<file path="config.mk">
export PLATFORM = sky130hd
export DESIGN_NAME = tl_input_conditioner_flat
export DESIGN_NICKNAME = d
export VERILOG_FILES = /design/src/rtl/tl_input_conditioner_if.sv /design/src/rtl/tl_input_conditioner.sv /design/src/flat_wrapper.sv
export SDC_FILE = /design/constraint.sdc
export NUM_CORES = 1
export LEC_CHECK = 0
export CAP_MARGIN = 20
export CORE_ASPECT_RATIO = 1.1
export CORE_UTILIZATION = 50
export CTS_CLUSTER_SIZE = 24
export DETAILED_ROUTE_END_ITERATION = 12
export PLACE_DENSITY = 0.7
export SLEW_MARGIN = 25
export SYNTH_ARGS = -nofsm -noshare
export SYNTH_HDL_FRONTEND = slang
export SYNTH_SLANG_ARGS = --single-unit
export TNS_END_PERCENT = 1
</file>
<file path="constraint.sdc">
create_clock -name clk -period 5.7 [get_ports clk]
set_input_delay 1.425 -clock clk [delete_from_list [all_inputs] [get_ports clk]]
set_output_delay 1.425 -clock clk [all_outputs]
set_load 0.02 [all_outputs]
</file>
<file path="src/rtl/tl_input_conditioner_if.sv">
// Panel-side bundle: raw pins in, conditioned levels, switch pulse and mode code out.
interface tl_input_conditioner_if;
  logic       switch_raw;
  logic [4:0] s_raw;
  logic       switch;
  logic       switch_pulse;
  logic       S0;
  logic       S1;
  logic       S2;
  logic       S3;
  logic       S4;
  logic [2:0] mode;
  logic       mode_update;

  modport master (
    output switch_raw, s_raw,
    input  switch, switch_pulse, S0, S1, S2, S3, S4, mode, mode_update
  );

  modport slave (
    input  switch_raw, s_raw,
    output switch, switch_pulse, S0, S1, S2, S3, S4, mode, mode_update
  );
endinterface

</file>
<file path="src/rtl/tl_input_conditioner.sv">
// Synchronise and debounce the switch and S0..S4 panel pins; levels flip DEBOUNCE_CYCLES+2 edges
// after a stable raw change, the switch rising edge yields a one-cycle pulse that latches the mode code.
module tl_input_conditioner #(
  parameter int DEBOUNCE_CYCLES = 4,
  parameter int CNT_W           = 16
) (
  input  logic                   clk,
  input  logic                   reset,
  tl_input_conditioner_if.slave  io
);

  localparam int NCH = 6;
  localparam logic [CNT_W-1:0] CNT_MAX = CNT_W'(DEBOUNCE_CYCLES - 1);

  // channel 0 is the switch, channels 1..5 are S0..S4
  logic [NCH-1:0]   raw;
  logic [NCH-1:0]   sync1;
  logic [NCH-1:0]   sync2;
  logic [NCH-1:0]   deb;
  logic [CNT_W-1:0] cnt [NCH];

  logic       deb_sw_d;
  logic       pulse;
  logic       sel_any;
  logic [2:0] sel_code;
  logic [2:0] mode_q;
  logic       mode_update_q;

  assign raw = {io.s_raw, io.switch_raw};

  always_ff @(posedge clk or posedge reset) begin
    if (reset) begin
      sync1 <= '0;
      sync2 <= '0;
      deb   <= '0;
      for (int i = 0; i < NCH; i++) cnt[i] <= '0;
    end else begin
      sync1 <= raw;
      sync2 <= sync1;
      for (int i = 0; i < NCH; i++) begin
        if (sync2[i] == deb[i]) begin
          cnt[i] <= '0;
        end else if (cnt[i] == CNT_MAX) begin
          deb[i] <= sync2[i];
          cnt[i] <= '0;
        end else begin
          cnt[i] <= cnt[i] + CNT_W'(1);
        end
      end
    end
  end

  assign pulse = deb[0] & ~deb_sw_d;

  // highest set selector wins
  always_comb begin
    sel_any  = |deb[5:1];
    sel_code = 3'd0;
    if (deb[5])      sel_code = 3'd4;
    else if (deb[4]) sel_code = 3'd3;
    else if (deb[3]) sel_code = 3'd2;
    else if (deb[2]) sel_code = 3'd1;
    else             sel_code = 3'd0;
  end

  always_ff @(posedge clk or posedge reset) begin
    if (reset) begin
      deb_sw_d      <= 1'b0;
      mode_q        <= 3'd0;
      mode_update_q <= 1'b0;
    end else begin
      deb_sw_d      <= deb[0];
      mode_update_q <= 1'b0;
      if (pulse && sel_any) begin
        mode_q        <= sel_code;
        mode_update_q <= 1'b1;
      end
    end
  end

  assign io.switch       = deb[0];
  assign io.switch_pulse = pulse;
  assign io.S0           = deb[1];
  assign io.S1           = deb[2];
  assign io.S2           = deb[3];
  assign io.S3           = deb[4];
  assign io.S4           = deb[5];
  assign io.mode         = mode_q;
  assign io.mode_update  = mode_update_q;

endmodule

</file>
<file path="src/flat_wrapper.sv">
// flat-port wrapper written by rule: the top's interface ports become plain ports
module tl_input_conditioner_flat 
#(
  parameter int DEBOUNCE_CYCLES = 4,
  parameter int CNT_W           = 16
)
  (clk, reset, io_switch_raw, io_s_raw, io_switch, io_switch_pulse, io_S0, io_S1, io_S2, io_S3, io_S4, io_mode, io_mode_update);
  tl_input_conditioner_if io_i ();
  input  logic clk;
  input  logic reset;
  input wire logic [$bits(io_i.switch_raw)-1:0] io_switch_raw;
  input wire logic [$bits(io_i.s_raw)-1:0] io_s_raw;
  output wire logic [$bits(io_i.switch)-1:0] io_switch;
  output wire logic [$bits(io_i.switch_pulse)-1:0] io_switch_pulse;
  output wire logic [$bits(io_i.S0)-1:0] io_S0;
  output wire logic [$bits(io_i.S1)-1:0] io_S1;
  output wire logic [$bits(io_i.S2)-1:0] io_S2;
  output wire logic [$bits(io_i.S3)-1:0] io_S3;
  output wire logic [$bits(io_i.S4)-1:0] io_S4;
  output wire logic [$bits(io_i.mode)-1:0] io_mode;
  output wire logic [$bits(io_i.mode_update)-1:0] io_mode_update;
  assign io_i.switch_raw = io_switch_raw;
  assign io_i.s_raw = io_s_raw;
  assign io_switch = io_i.switch;
  assign io_switch_pulse = io_i.switch_pulse;
  assign io_S0 = io_i.S0;
  assign io_S1 = io_i.S1;
  assign io_S2 = io_i.S2;
  assign io_S3 = io_i.S3;
  assign io_S4 = io_i.S4;
  assign io_mode = io_i.mode;
  assign io_mode_update = io_i.mode_update;
  tl_input_conditioner #(.DEBOUNCE_CYCLES(DEBOUNCE_CYCLES), .CNT_W(CNT_W)) u_core (.clk(clk), .reset(reset), .io(io_i));
endmodule
</file>
* Word-level counts from Yosys, hierarchy flattened
Cells that the tools add are included. W data, S select, Z words.
Cells by class: $add $sub $neg 6, equal/unequal tests 12, mux-type cells 17, bitwise logic cells 8, reductions and logical operators 8
Operator list (number):
- $mux W16 | 12
- $add A16 B1 Y16 const B | 6
- $eq A16 B2 Y1 const B | 6
- $reduce_and A2 Y1 | 6
- $mux W3 | 3
- $not A1 Y1 | 7
- $eq A1 B1 Y1 | 6
- $reduce_or A5 Y1 | 1
- $mux W1 | 2
- $and A1 B1 Y1 | 1
- $logic_and A1 B1 Y1 | 1
Storage, ports and cells: bits in registers 119, input port bits 8, logic and storage cells 68

* Depth between registers and ports, before layout
Gate-level depths: netlist (run 1).
word-level depth 4, depth in mapped cells 6, mapped depth without buffers 5

* Least setup slack after synthesis (run 1)
OpenSTA, ideal clock, no wires.
path type register to output, start point register u_core.deb[0], end point output io_switch_pulse, arrival time 0.915 ns, path slack 3.360 ns, stages on the path, launching flop included 2, path buffers 0, cells stage by stage dfrtp_1 > nor2b_1
On the way: word-level cells in the longest chain between the ends 1
RTL lines:
- start: declaration | line tl_input_conditioner.sv:19 | logic [NCH-1:0] deb;
- start signal: indexed assignment | line tl_input_conditioner.sv:44 | deb[i] <= sync2[i];
- $and A1 B1 Y1 | line tl_input_conditioner.sv:53 | assign pulse = deb[0] & ~deb_sw_d;
- end: declaration | line flat_wrapper.sv:14 | output wire logic [$bits(io_i.switch_pulse)-1:0] io_switch_pulse;
No other way between the ends.

* Worst setup path in the final report (run 1)
Ends and elaborated chain as after synthesis.

==> impl_metrics.py, run 1 <==
metrics = {
    "outcome": {
        "outcome": "finished clean",
    },
    "place": {
        "gp_congestion": 0.825,
        "portBuffers": 18,
        "dp_slack_ns": 2.95,
        "dp_hpwl_mm": 6.69,
        "placed_area_um2": 5810,
    },
    "setup_path": {
        "cp-end-kind": "output pin",
        "worstPathMaxFanout": 5,
        "startpoint_type": "register",
        "worstPathArrival_ns": 1.76,
        "cp-startpoint": "u_core.deb[0]",
        "crit_type": "register to output pin",
        "reg2reg_from": "u_core.cnt[64]",
        "rr_worst_depth": 5,
        "required_ns": 4.28,
    },
    "clocking": {
        "post_cts_buffers": 0,
        "clockBufferDepth": 2,
        "clock_latency_ns": 0.41,
        "cts_tree": "yes",
        "cts-htree-levels": 4,
        "clk_pin_slew_ns": 0.05,
        "cts_root_buf": "clkbuf_16",
        "cts_resized": 0,
        "cts_buffers": 17,
        "ctsHoldBuffers": 0,
        "numClockSinks": 119,
    },
    "timing": {
        "skew_ns": 0.00706,
        "fin_crit_sh_pct": 55.8,
        "final_hold_viol_count": 0,
        "max_freq_mhz": 314,
        "slew_headroom_pct": 53.9,
        "finalSetupViolations": 0,
        "slew_viol_final": 0,
        "final.min_clock_period_ns": 3.18,
        "worst_pin_slew_ns": 0.692,
        "tns_ns": 0,
        "setup_ws_ns": 2.52,
        "rsz0062_at_grt": "no",
    },
    "hold_path": {
        "hp-start": "u_core.sync1[3]",
        "worstHoldPathType": "register to register",
        "whs_path_depth": 0,
    },
    "finish": {
        "syn_to_final_growth_pct": 16.2,
        "diodes": 0,
        "layout-drive-gt1-share_pct": 7.35,
        "final_nets": 586,
        "stdcell_area_um2": 6380,
    },
    "global_route": {
        "antenna_found_initial": 0,
        "grt_pass1_vias": 3974,
        "grt_start_max_net_pins": 57,
        "grt_remaining_overflow": 0,
        "grt_pass1_wl_mm": 18.1,
        "track_usage_pct": 20.3,
    },
    "logic_synthesis": {
        "yosysWarningCount": 0,
        "ys_seq_elements": 119,
        "synth_async_sr_flop_share_pct": 100,
        "ys_top_cells_by_area": "dfrtp_1 54%, xnor2_1 10%, nor2_1 7.1%",
        "synthTopCellsByCount": "119 x dfrtp_1, 104 x nor2_1, 63 x xnor2_1",
        "synth_edf_count": 0,
        "netlist_area_um2": 5490,
        "synthCells": 546,
        "netlist.area_leader.share_pct": 54.3,
        "yosysTopAreaCell": "dfrtp_1",
        "yosysMostFrequentCell": "dfrtp_1",
        "syn-num-nets": 560,
        "syn_area_per_cell_um2": 10.0,
        "synthFlopType": "dfrtp_1",
        "ys_seq_area_share_pct": 54.3,
        "synth.distinct_cells": 28,
    },
    "die": {
        "num_rows": 39,
        "start_util_pct": 52.1,
        "fp.dieH_um": 112,
        "die_w_um": 102,
        "coreArea_um2": 10500,
        "io_pins": 19,
        "die-area_um2": 11400,
    },
    "power_and_ir_drop": {
        "p_switching_mw": 0.766,
        "clkPwrFrac_pct": 40.3,
        "p_per_area_nw_per_um2": 397,
        "finalPower_mw": 2.53,
        "p_leak_nw": 2.54,
        "swShare_pct": 30.2,
        "p_seq_share_pct": 41.4,
        "ir_drop_mv": 0.294,
        "combPwrFrac_pct": 18.3,
        "internal-power_mw": 1.77,
    },
    "routing": {
        "wire_per_inst_um": 14.1,
        "routed-via-count": 4002,
        "ant_nets": 0,
        "routed_wl_mm": 10.3,
        "via_per_inst": 5.50,
        "first_pass_iters": 4,
        "drt_iter0_drc": 212,
        "drc": 0,
    },
    "flow_run": {
        "cap_violations": 0,
    },
}
## logic make-up after synthesis
group	count (synthesis)	synth area share, %
adders and majority gates	6	1.37
and+or+nand+nor	285	25.7
muxes	6	1.23
buffers and inverters	32	2.26
xor gates and xnor gates	86	13.7
AOI/OAI and AO/OA	12	1.39
DFF	119	54.3
## critical path, stage by stage (launching register included)
cell and delay [ns]:
dfrtp_1 0.41, nor2b_1 0.28, clkdlybuf4s50_1 0.66
## final timing paths
| check | end | slack, ns |
|---|---|---|
| worst max-delay path | io_switch_pulse | 2.52 |
| min in group asynchronous | u_core.cnt[94] | 1.31 |
| worst min-delay path | u_core.sync2[3] | 0.35 |
| max in group asynchronous | u_core.cnt[79] | 3.43 |
| worst max register to register | u_core.cnt[76] | 3.77 |
| worst min register to register | u_core.sync2[3] | 0.35 |
## layout by cell type (no fill, tap or decap)
master and count:
a21oi_1 5, a31o_2 1, and2_1 1, and3_1 7
and4_1 2, buf_4 2, bufinv_16 2, clkbuf_1 3
clkbuf_16 17, clkbuf_8 2, clkdlybuf4s50_1 18, clkinv_2 7
clkinvlp_4 1, dfrtp_1 119, ha_1 6, inv_1 18
inv_4 1, mux2_2 6, nand2_1 32, nand3_1 28
nand3_2 4, nand4_1 35, nor2_1 104, nor2b_1 1
nor3_1 27, nor3b_1 1, nor4_1 31, nor4b_1 5
o21ai_1 1, o31ai_1 5, or3_1 3, or4_1 4
xnor2_1 63, xor2_1 23
## stage by stage
stage               util [%]  std cells  hold slack [ns]
global placement        55.1        696            0.335
floorplan                  -        546            0.331
detailed placement      55.1        696            0.335
CTS                     60.5        728            0.344
finish                  60.5        728            0.346
global route            60.5        728            0.351
## power by group through the flow
stage	clock network (mW)	registers, mW	logic [mW]
2_1_floorplan	0	1.06	0.288
3_3_place_gp	0	1.05	0.453
3_5_place_dp	0	1.06	0.460
4_1_cts	1.04	1.05	0.471
5_1_grt	1.08	1.07	0.515
6_report	1.02	1.05	0.463
## layer usage
metal	track usage [%]	wire [µm]
met5	0	0
met3	6.84	460
met4	7.24	154
met1	26.3	4880
met2	31.8	4810
## state kept, by name, indices dropped and copies added (netlist names)
| name | flops |
|---|---|
| u_core.cnt | 96 |
| u_core.deb | 6 |
| u_core.deb_sw_d | 1 |
| u_core.io.mode | 3 |
| u_core.io.mode_update | 1 |
| u_core.sync1 | 6 |
| u_core.sync2 | 6 |
## final cells by class
| cell class | instances | area (µm²) |
|---|---|---|
| Multi-Input combinational cell | 395 | 2380 |
| Fill cell | 880 | 4160 |
| Timing Repair Buffer | 20 | 195 |
| Sequential cell | 119 | 2980 |
| Clock buffer | 22 | 464 |
| Tap cell | 143 | 179 |
| Inverter | 19 | 73.8 |
| Clock inverter | 10 | 103 |
(Power assumes the default switching activity.)
==> run 2, diff against run 1 <==
==> constraint.sdc (replaced) <==
create_clock -name clk -period 3.3 [get_ports clk]
set_input_delay 0.825 -clock clk [delete_from_list [all_inputs] [get_ports clk]]
set_output_delay 0.825 -clock clk [all_outputs]
set_load 0.02 [all_outputs]
==> impl_metrics.py, run 2 (synthesized netlist as in run 1, its figures left out) <==
metrics = {
    "timing": {
        "fin_crit_sh_pct": 78.5,
        "finalSetupViolations": 0,
        "final.min_clock_period_ns": 2.59,
        "rsz0062_at_grt": "no",
        "max_freq_mhz": 386,
        "setup_ws_ns": 0.711,
        "skew_ns": 0.00707,
        "slew_headroom_pct": 57.1,
        "tns_ns": 0,
        "final_hold_viol_count": 0,
        "slew_viol_final": 0,
        "worst_pin_slew_ns": 0.642,
    },
    "outcome": {
        "outcome": "finished clean",
    },
    "die": {
        "coreArea_um2": 10500,
        "die-area_um2": 11400,
        "die_w_um": 102,
        "fp.dieH_um": 112,
        "start_util_pct": 52.1,
        "io_pins": 19,
        "num_rows": 39,
    },
    "clocking": {
        "cts_tree": "yes",
        "cts_buffers": 17,
        "numClockSinks": 119,
        "cts_resized": 0,
        "clock_latency_ns": 0.42,
        "ctsHoldBuffers": 0,
        "cts_root_buf": "clkbuf_16",
        "clockBufferDepth": 2,
        "post_cts_buffers": 0,
        "cts-htree-levels": 4,
        "clk_pin_slew_ns": 0.05,
    },
    "finish": {
        "final_common_cell": "dfrtp_1",
        "largest_reg_flops": 96,
        "layout-drive-gt1-share_pct": 7.35,
        "final_cell_mix": "119 x dfrtp_1, 104 x nor2_1, 63 x xnor2_1",
        "diodes": 0,
        "post-route-util_pct": 61.4,
        "syn_to_final_growth_pct": 17.9,
        "final_cells": 728,
        "largest_register": "u_core.cnt",
        "final_nets": 587,
    },
    "setup_path": {
        "rr_worst_depth": 5,
        "cp_top_family": "buffers and inverters",
        "cp-startpoint": "u_core.deb[0]",
        "cp_num_buf_inv": 1,
        "cp-end-kind": "output pin",
        "required_ns": 2.47,
        "r2r_end": "u_core.cnt[73]",
        "endpoint": "io_switch_pulse",
        "path_depth": 2,
        "reg2reg_from": "u_core.cnt[64]",
        "worstPathMaxFanout": 5,
        "critPathMaxStageDelay_ns": 0.66,
        "crit_type": "register to output pin",
        "rrSetupSlack_ns": 1.42,
        "worstPathArrival_ns": 1.76,
        "startpoint_type": "register",
        "crit_path_top_delay_cell": "clkdlybuf4s50_1",
        "worstPathCellList": "nor2b_1, clkdlybuf4s50_1",
    },
    "power_and_ir_drop": {
        "finalPower_mw": 4.53,
        "p_leak_nw": 2.56,
        "p_per_area_nw_per_um2": 700,
        "ir_drop_mv": 0.555,
    },
    "routing": {
        "routed_wl_mm": 10.2,
        "via_per_inst": 5.48,
        "first_pass_iters": 4,
        "routed-via-count": 3993,
        "wire_per_inst_um": 14.0,
        "drt_iter0_drc": 160,
        "ant_nets": 0,
        "drc": 0,
    },
    "flow_run": {
        "cap_violations": 0,
    },
    "global_route": {
        "track_usage_pct": 20.6,
        "grt_start_max_net_pins": 36,
        "antenna_found_initial": 0,
        "grt_pass1_vias": 3982,
        "grt_remaining_overflow": 0,
        "grt_pass1_wl_mm": 18.0,
    },
    "place": {
        "dp_slack_ns": 1.16,
        "dp_hpwl_mm": 6.75,
        "place_inst": 697,
        "portBuffers": 18,
        "gp_congestion": 0.860,
    },
    "hold_path": {
        "worstHoldPathType": "register to register",
    },
}
==> run 2: cell count changes in the layout (fill, tap and decap cells not counted) <==
cell	change
buf_12	+2
clkbuf_8	+1
bufinv_16	+2
buf_4	-1
inv_4	-1
clkinvlp_4	+2
clkinv_2	-5
==> run 2: power breakdown <==
part           switching, mW  leakage [nW]  total, mW  internal (mW)
Sequential             0.190          1.60       1.81           1.62
Combinational          0.491         0.659      0.791          0.299
Clock                  0.615         0.299       1.93           1.31
Total                   1.30          2.56       4.53           3.23
==> run 2: worst reg2reg max path: stages (launching register included) <==
cell,delay (ns)
dfrtp_1,0.44
ha_1,0.28
nor4b_1,0.26
nand4_1,0.21
nand2_1,0.44
nor2_1,0.11
==> run 2: worst min path at each step <==
stage / cells past startpoint / endpoint / from / slack [ns]
finish: 0 / u_core.sync2[0] / u_core.sync1[0] / 0.34
detailed placement: 0 / u_core.sync2[5] / u_core.sync1[5] / 0.34
global placement: 0 / u_core.sync2[5] / u_core.sync1[5] / 0.33
global route: 0 / u_core.sync2[5] / u_core.sync1[5] / 0.35
CTS: 0 / u_core.sync2[0] / u_core.sync1[0] / 0.35
floorplan: 0 / u_core.sync2[0] / u_core.sync1[0] / 0.33
==> run 2: stage by stage <==
step	area [µm²]	hold WS (ns)
6_report	6470	0.343
5_1_grt	6470	0.349
4_1_cts	6470	0.346
3_5_place_dp	5840	0.340
3_3_place_gp	5840	0.332
2_1_floorplan	5490	0.331
==> run 2: cell type report <==
class,count,area [µm²]
Inverter,19,75.1
Fill cell,887,4070
Tap cell,143,179
Clock inverter,8,145
Timing Repair Buffer,21,228
Clock buffer,23,478
Multi-Input combinational cell,395,2380
Sequential cell,119,2980
==> run 2: layer usage <==
layer  up-vias  part of all wire [%]  global-route usage (%)
met4         0                   2.4                    11.1
li1       1952                     -                       -
met5         -                     0                       0
met1      1954                    47                    25.9
met3        25                   4.1                    6.21
met2        62                    46                    31.6
